**src/rtl/psram_arbiter.sv**
```systemverilog
// psram_arbiter: shares one 8-bit PSRAM controller between video, CPU and DMA.
// Port 0 has fixed priority; ports 1/2 round-robin; cs-high gap and timeout guard.
`timescale 1ns/1ps

module psram_arbiter #(
    parameter int GAP_CYCLES     = 2,
    parameter int TIMEOUT_CYCLES = 255
) (
    input  logic        i_clkRAM,
    input  logic        reset,
    input  logic [2:0]  i_req,
    input  logic [2:0]  i_write,
    input  logic [23:0] i_addr0,
    input  logic [23:0] i_addr1,
    input  logic [23:0] i_addr2,
    input  logic [2:0]  i_bank,
    input  logic [7:0]  i_wdata0,
    input  logic [7:0]  i_wdata1,
    input  logic [7:0]  i_wdata2,
    output logic [2:0]  o_ack,
    output logic        o_err,
    output logic [7:0]  o_rdata,
    output logic        o_ready,
    output logic        o_timeout,
    output logic        o_mc_cs,
    output logic        o_mc_write,
    output logic        o_mc_bank,
    output logic [23:0] o_mc_address,
    output logic [7:0]  o_mc_data,
    input  logic [7:0]  i_mc_data,
    input  logic        i_mc_busy,
    input  logic        i_mc_dataReady
);

    localparam int CW = $clog2(TIMEOUT_CYCLES + 1);
    localparam int GW = $clog2(GAP_CYCLES + 1);
    localparam logic [CW-1:0] TO_LAST  = CW'(TIMEOUT_CYCLES - 1);
    localparam logic [GW-1:0] GAP_LAST = GW'(GAP_CYCLES - 1);

    typedef enum logic [2:0] {
        ST_STARTUP,
        ST_IDLE,
        ST_ISSUE,
        ST_WAIT_DONE,
        ST_RELEASE
    } state_t;

    state_t        state, state_n;
    logic [CW-1:0] cnt, cnt_n;
    logic [GW-1:0] gcnt, gcnt_n;
    logic          rr_fav2, rr_fav2_n;
    logic [1:0]    grant, grant_n;

    logic [2:0]    ack_n;
    logic          err_n;
    logic [7:0]    rdata_n;
    logic          ready_n;
    logic          timeout_n;
    logic          cs_n;
    logic          write_n;
    logic          bank_n;
    logic [23:0]   addr_n;
    logic [7:0]    data_n;

    logic          win_vld;
    logic [1:0]    win;
    logic          win_write;
    logic          win_bank;
    logic [23:0]   win_addr;
    logic [7:0]    win_data;

    // dataReady is informational only: a read is acked on busy falling
    // whatever its level, so it does not steer any logic here.
    logic unused_inputs;
    assign unused_inputs = i_mc_dataReady;

    // Arbitration: port 0 first, then whichever of 1/2 the pointer favours.
    always_comb begin
        win     = 2'd0;
        win_vld = 1'b1;
        if (i_req[0]) begin
            win = 2'd0;
        end else if (i_req[1] && i_req[2]) begin
            win = rr_fav2 ? 2'd2 : 2'd1;
        end else if (i_req[1]) begin
            win = 2'd1;
        end else if (i_req[2]) begin
            win = 2'd2;
        end else begin
            win_vld = 1'b0;
        end
    end

    // Select the command fields of the winning port.
    always_comb begin
        win_write = i_write[2];
        win_bank  = i_bank[2];
        win_addr  = i_addr2;
        win_data  = i_wdata2;
        unique case (win)
            2'd0: begin
                win_write = i_write[0];
                win_bank  = i_bank[0];
                win_addr  = i_addr0;
                win_data  = i_wdata0;
            end
            2'd1: begin
                win_write = i_write[1];
                win_bank  = i_bank[1];
                win_addr  = i_addr1;
                win_data  = i_wdata1;
            end
            default: begin
                win_write = i_write[2];
                win_bank  = i_bank[2];
                win_addr  = i_addr2;
                win_data  = i_wdata2;
            end
        endcase
    end

    // Next-state and next-output logic for the command sequencer.
    always_comb begin
        state_n   = state;
        cnt_n     = cnt;
        gcnt_n    = gcnt;
        rr_fav2_n = rr_fav2;
        grant_n   = grant;
        ack_n     = 3'b000;
        err_n     = 1'b0;
        rdata_n   = o_rdata;
        ready_n   = o_ready;
        timeout_n = o_timeout;
        cs_n      = o_mc_cs;
        write_n   = o_mc_write;
        bank_n    = o_mc_bank;
        addr_n    = o_mc_address;
        data_n    = o_mc_data;

        unique case (state)
            ST_STARTUP: begin
                if (!i_mc_busy) begin
                    state_n = ST_IDLE;
                    ready_n = 1'b1;
                end
            end
            ST_IDLE: begin
                cnt_n = '0;
                if (win_vld) begin
                    grant_n = win;
                    write_n = win_write;
                    bank_n  = win_bank;
                    addr_n  = win_addr;
                    data_n  = win_data;
                    cs_n    = 1'b0;
                    state_n = ST_ISSUE;
                    if (win != 2'd0) begin
                        rr_fav2_n = ~rr_fav2;
                    end
                end
            end
            ST_ISSUE, ST_WAIT_DONE: begin
                if (cnt == TO_LAST) begin
                    cs_n      = 1'b1;
                    ack_n     = 3'b001 << grant;
                    err_n     = 1'b1;
                    timeout_n = 1'b1;
                    rdata_n   = 8'h00;
                    gcnt_n    = '0;
                    state_n   = ST_RELEASE;
                end else begin
                    cnt_n = cnt + 1'b1;
                    if (state == ST_ISSUE) begin
                        if (i_mc_busy) begin
                            cs_n    = 1'b1;
                            state_n = ST_WAIT_DONE;
                        end
                    end else if (!i_mc_busy) begin
                        ack_n   = 3'b001 << grant;
                        gcnt_n  = '0;
                        state_n = ST_RELEASE;
                        if (!o_mc_write) begin
                            rdata_n = i_mc_data;
                        end
                    end
                end
            end
            ST_RELEASE: begin
                if (gcnt == GAP_LAST) begin
                    state_n = ST_IDLE;
                end else begin
                    gcnt_n = gcnt + 1'b1;
                end
            end
            default: begin
                state_n = ST_STARTUP;
                cs_n    = 1'b1;
            end
        endcase
    end

    // State, counters and registered outputs.
    always_ff @(posedge i_clkRAM or posedge reset) begin
        if (reset) begin
            state        <= ST_STARTUP;
            cnt          <= '0;
            gcnt         <= '0;
            rr_fav2      <= 1'b0;
            grant        <= 2'd0;
            o_ack        <= 3'b000;
            o_err        <= 1'b0;
            o_rdata      <= 8'h00;
            o_ready      <= 1'b0;
            o_timeout    <= 1'b0;
            o_mc_cs      <= 1'b1;
            o_mc_write   <= 1'b0;
            o_mc_bank    <= 1'b0;
            o_mc_address <= 24'h000000;
            o_mc_data    <= 8'h00;
        end else begin
            state        <= state_n;
            cnt          <= cnt_n;
            gcnt         <= gcnt_n;
            rr_fav2      <= rr_fav2_n;
            grant        <= grant_n;
            o_ack        <= ack_n;
            o_err        <= err_n;
            o_rdata      <= rdata_n;
            o_ready      <= ready_n;
            o_timeout    <= timeout_n;
            o_mc_cs      <= cs_n;
            o_mc_write   <= write_n;
            o_mc_bank    <= bank_n;
            o_mc_address <= addr_n;
            o_mc_data    <= data_n;
        end
    end

endmodule

```
**config.mk**
```make
export PLATFORM = sky130hd
export DESIGN_NAME = psram_arbiter
export DESIGN_NICKNAME = d
export VERILOG_FILES = /design/src/rtl/psram_arbiter.sv
export SDC_FILE = /design/constraint.sdc
export NUM_CORES = 1
export LEC_CHECK = 0
export CORE_UTILIZATION = 35
export DETAILED_ROUTE_END_ITERATION = 8
export GPL_TIMING_DRIVEN = 0
export PLACE_DENSITY_LB_ADDON = 0.12
export SYNTH_ARGS = -nofsm -noshare
export SYNTH_HDL_FRONTEND = slang
export SYNTH_SLANG_ARGS = --single-unit
```
**constraint.sdc**
```tcl
create_clock -name i_clkRAM -period 4.7 [get_ports i_clkRAM]
set_input_delay 0.94 -clock i_clkRAM [delete_from_list [all_inputs] [get_ports i_clkRAM]]
set_output_delay 0.94 -clock i_clkRAM [all_outputs]
set_load 0.02 [all_outputs]
```
== Yosys cells after proc, flatten, opt, wreduce, memory -nomap -nowiden ==
Cells that the tools add are included.

* Output and inout port bits: 49
* Register bits after elaboration: 65

* Reductions and logical operators: 17
* Equal/unequal tests: 21
* Shifts and indexed selects: 1
* Add/sub/neg operators: 2
* Bitwise gates (word level): 3
* Multiplexer cells: 43

{| class="wikitable"
|+ Operator list
! cell !! number
|-
| case mux 24 bit (2 select lines) || 1
|-
| 2-to-1 mux 8 bit || 5
|-
| 2-to-1 mux 3 bit || 11
|-
| case mux 8 bit (2 select lines) || 2
|-
| 2-to-1 mux 2 bit || 9
|-
| != test 2 bit, second input constant || 6
|-
| != test 3 bit, second input constant || 4
|-
| case mux 3 bit (4 select lines) || 1
|-
| AND reduction 4 bit || 3
|-
| 2-to-1 mux 1 bit || 10
|-
| adder 8 x 1 -> 8 bit, second input constant || 1
|-
| == test 8 bit, second input constant || 1
|-
| != test 4 bit, second input constant || 2
|-
| AND reduction 2 bit || 4
|-
| == test 3 x 2 -> 1 bit, second input constant || 2
|-
| nonzero test 2 bit || 3
|-
| AND reduction 5 bit || 1
|-
| == test 2 x 1 -> 1 bit, second input constant || 2
|-
| != test 2 x 1 -> 1 bit, second input constant || 2
|-
| case mux 1 bit (2 select lines) || 2
|-
| case mux 2 bit (2 select lines) || 1
|-
| OR reduction 2 bit || 2
|-
| == test 3 x 1 -> 1 bit, second input constant || 1
|-
| == test 3 bit, second input constant || 1
|-
| 8 further kinds || 10
|}

== Longest topological paths before layout ==
* Depth after elaboration: 6
* Depth in mapped cells: 7

== Worst setup path after synthesis ==
Ideal clock, no wire load.

* Path kind: in2reg
* From: input port i_req[0]
* To: register state[1]
* Data required time: 4557 ps
* Path buffers: 3
* Setup slack: 2583 ps
* Arrival time: 1974 ps
* Cell stages on the path: 6
* Cell sequence: clkbuf_1 -> nor3_1 -> nand2b_1 -> clkbuf_1 -> clkbuf_1 -> o21ai_0

* Word-level cells in the longest chain between the ends: 3

{| class="wikitable"
|+ RTL lines
! item !! line !! source
|-
| start, declared || 11 || <nowiki>input logic [2:0] i_req,</nowiki>
|-
| 2-to-1 mux 1 bit || 81 || <nowiki>if (i_req[0]) begin</nowiki>
|-
| != test 2 bit (no line) || - ||
|-
| AND reduction 5 bit (no line) || - ||
|-
| end signal, assigned || 221 || <nowiki>state <= state_n;</nowiki>
|-
| end, declared || 48 || <nowiki>state_t state, state_n;</nowiki>
|}

Every way passes these cells.
A chain may end at the register's enable or synchronous reset.

== Worst setup path in the final report ==
* From: input port i_req[1]
* To: register state[1]

* Word-level cells in the longest chain between the ends: 5
* Elaborated cells on any way between the ends: 6

{| class="wikitable"
|+ RTL lines
! item !! line !! source
|-
| 2-to-1 mux 1 bit / logical AND 1 bit (equally long branches) || 85, 83 ||
|-
| 2-to-1 mux 1 bit (*) || 83 || <nowiki>end else if (i_req[1] && i_req[2]) begin</nowiki>
|-
| 2-to-1 mux 1 bit (*) || 81 ||
|-
| != test 2 bit (no line) (*) || - ||
|-
| AND reduction 5 bit (no line) (*) || - ||
|}

Every way passes the cells marked *; elsewhere a longest branch is shown, timed or not.

==> impl_summary.txt <==
----------------------------------------------------
[Synth]
  Mapped cell area ... 0.00315 mm²
  Ranking of synthesized cells by area ... dfrtp_1, nand3_1, a22oi_1
  Syn avg cell area ... 9.76 µm²
  Register bit total from synthesis ... 65
  Fraction of synthesized cell area taken by the top area cell type ... 0.508
  Number of standard cells after synthesis ... 323
  Distinct cell type count after synthesis ... 44
  Share of synthesized area occupied by flip-flops and latches ... 0.516
  Number of nets produced by synthesis ... 443
  Number of warnings printed during yosys synthesis ... 0
  Largest area contributor in the netlist ... dfrtp_1

[STA]
  Worst Slack Setup Final ... 2.20 ns
  Total setup violations reported at the end of the flow ... 0
  Final critical delay including setup and external delays ... 2.50 ns
  Remaining max-slew budget at the tightest pin ... 0.463
  RSZ-0062 raised after global routing ... false
  Maximum clock rate ... 400 MHz
  Largest clock skew in the final design ... 0.00698 ns
  Final worst-path cycle share ... 0.532
  Worst Tran Pin Value ... 0.806 ns
  Pins over their slew limit ... 0
  Number of hold violations in the final report ... 0
  Setup TNS ... 0 ns

[Place]
  HPWL Detailed ... 6990 µm
  Final GP Congestion ... 0.784
  Worst setup timing slack at the placement stage ... 1.79 ns
  Port Buf Inserts ... 162
  Cell area after placement ... 0.00491 mm²

[Routing]
  Remaining routing DRC violations ... 0
  Detailed-route via count ... 3157
  Total Routed Length ... 9270 µm
  Max Used Layer ... met4
  Met2 WL ... 4600 µm
  DR vias/cell ... 5.19
  Starting DRC count in detailed routing ... 116
  Met3 routed WL ... 601 µm
  Routed length on met1 ... 3920 µm
  WL/cell ... 15.2 µm
  Pre-Repair DR Iteration Count ... 5
  Number of nets with antenna violations after routing ... 0

[Power]
  Maximum ir drop on the vdd rail ... 0.000218 V
  Power per unit of standard cell area ... 520 mW/mm²
  Lkg Pwr ... 2.16 nW

[Clock tree]
  Max clock buf depth ... 2
  Clock Root Buffer ... clkbuf_8
  CTS Hold Buffers Added ... 0
  Clock sinks ... 65
  CTS clock-pin slew for the worst setup and hold paths ... 0.07 ns
  H-tree levels ... 3
  Worst-skew pair later-pin latency ... 0.33 ns
  Cells resized by post-CTS repair ... 0
  TritonCTS buffer count ... 9
  Post-CTS Setup Bufs ... 0
  Clock tree from TritonCTS ... built

[Critical path]
  Worst path buffer plus inverter count ... 3
  Cells traversed along the worst timing path ... clkdlybuf4s50_1 > nor3_1 > nand2b_1 > clkbuf_1 > clkbuf_1 > o21ai_0
  Type of element launching the critical path ... input pin
  Reg-to-reg critical path endpoint ... o_mc_data[0]
  Flop-to-flop setup slack ... 2.67 ns
  Cell repeated most along the worst path ... clkbuf_1
  Library cell contributing the largest single delay on the critical path ... clkdlybuf4s50_1
  Kind of capture point of the worst setup path ... flip-flop
  Critical path data arrival time ... 2.69 ns
  Max incr delay on CP ... 0.46 ns
  Crit-path leading delay family ... buffers and inverters
  Required time at the worst-slack endpoint ... 4.89 ns
  Worst-case reg-to-reg path depth ... 7
  Critical Setup Path Class ... in -> reg
  Critical register-to-register path startpoint ... state[1]
  Worst Path Max Fanout ... 10

[Min path]
  Worst min-delay path endpoint ... o_ready
  HP Start ... o_ready
  Hold path cells ... 2
  Class of the tightest hold or removal check ... reg -> reg

[Die]
  Std-Cell Rows ... 34
  Die area ... 0.00939 mm²
  Initial core utilization ... 0.361
  Core footprint ... 0.00872 mm²
  Height of the die ... 96.9 µm
  Overall die width ... 96.9 µm
  Top-level I/O count ... 166

[GRT]
  Via count of the first global-routing pass ... 3175
  Global route total overflow ... 0
  Maximum number of pins on one net before global-route repair ... 66
  Number of antenna violations at the first check in global routing ... 0
  Total global-route track usage ... 0.206
  Global-route wire length before repair ... 15500 µm

[Final layout]
  Count of nets after finishing ... 616
  Post-synthesis to final-layout area growth ... 60.9%
  Final antenna diode count ... 0
  Total non-filler cell area in the finished layout ... 0.00507 mm²
  Layout cell share with drive strength beyond 1 ... 0.0580

[Run status]
  Run status ... completed

[Run]
  Total of max-cap violations ... 0

----------------------------------------------------
-- state kept, by name, summed over array words and instances (netlist names) --
register,count
cnt,8
gcnt,2
grant,2
o_ack,3
o_err,1
o_mc_address,24
o_mc_bank,1
o_mc_cs,1
o_mc_data,8
o_mc_write,1
o_rdata,8
o_ready,1
o_timeout,1
rr_fav2,1
state,3
-- cells by family after synthesis --
| family | after synthesis | share of synthesized area |
|---|---|---|
| flip-flops | 65 | 0.516 |
| XOR/XNOR | 2 | 0.00556 |
| AND/OR/NAND/NOR | 147 | 0.235 |
| adder cells (fa/ha/maj) | 3 | 0.0119 |
| multiplexers | 4 | 0.0127 |
| buffers and inverters | 32 | 0.0552 |
| AO/OA/AOI/OAI | 70 | 0.163 |
-- through the flow --
stage                     cells   util  hold slack (ns)  total power [mW]
final                       608  0.582            0.464              2.64
after global routing        608  0.582            0.490              2.83
after CTS                   608  0.582            0.470              2.67
after detailed placement    593  0.563            0.453              2.25
after global placement      593  0.563            0.450              2.23
after floorplan             323      -            0.446              1.64
-- how the worst max path moves through the flow --
| stage | startpoint | to | slack, ns | depth (start not counted) |
|---|---|---|---|---|
| after detailed placement | i_req[1] | state[1] | 1.79 | 6 |
| after global placement | reset | o_mc_address[1] | 0.88 | 2 |
| after floorplan | reset | cnt[0] | 2.14 | 1 |
| after global routing | i_req[1] | state[1] | 1.99 | 6 |
| after CTS | i_req[1] | state[1] | 2.11 | 6 |
| final | i_req[1] | state[1] | 2.20 | 6 |
-- per-layer routing --
layer  track usage  vias up
met3        0.0592       13
met1         0.254     1512
met5             0        -
li1              -     1528
met4        0.0712        0
met2         0.343      104
-- tightest hold or removal path: stages (launching register included) --
cell and delay, ns:
dfrtp_1 0.34, inv_1 0.04, o41ai_1 0.05
-- placed cells by master, fill, tap and decap left out, types with 3 or more instances in the layout --
| cell | count |
|---|---|
| a32oi_1 | 3 |
| nor2_1 | 8 |
| buf_6 | 5 |
| mux2i_1 | 4 |
| clkbuf_8 | 10 |
| nor2b_1 | 4 |
| a21oi_1 | 3 |
| nand3_1 | 68 |
| dfrtp_1 | 64 |
| nor4_1 | 3 |
| a22oi_1 | 34 |
| clkinv_2 | 4 |
| a22o_1 | 8 |
| buf_4 | 4 |
| clkbuf_1 | 16 |
| inv_1 | 6 |
| nand4_1 | 3 |
| o21ai_0 | 8 |
| ha_1 | 3 |
| nand2_1 | 40 |
| clkdlybuf4s50_1 | 162 |
| nor3_1 | 7 |
-- power breakdown --
part | internal [mW] | switching [mW]
clock network | 0.199 | 0.207
logic | 0.621 | 0.696
registers | 0.781 | 0.134
-- cells in the mapped netlist (all sizes together) --
cell,number
a211oi,1
a21o,2
a21oi,3
a22o,8
a22oi,34
a32oi,3
and2,2
and3,2
and4,1
buf,10
clkbuf,15
dfrtp,64
dfstp,1
ha,3
inv,7
mux2i,4
nand2,40
nand2b,1
nand3,68
nand4,3
nand4b,1
nor2,8
nor2b,4
nor3,7
nor3b,3
nor4,3
nor4b,1
o21a,1
o21ai,9
o21bai,1
o22a,1
o22ai,1
o2bb2ai,2
o31ai,2
o41ai,2
or2,1
or2b,1
or3b,1
xnor2,1
xor2,1
-- area by class of cell --
type,instances,area (µm²)
well taps,108,135
flip-flops and latches,65,1630
plain buffers,25,148
inverters,7,28.8
repair buffers,162,1620
fillers,786,3650
clock buffers,11,141
multi-input cells,226,1350
clock inverters,4,20.0
No activity file was read; power rests on OpenSTA's default activity.
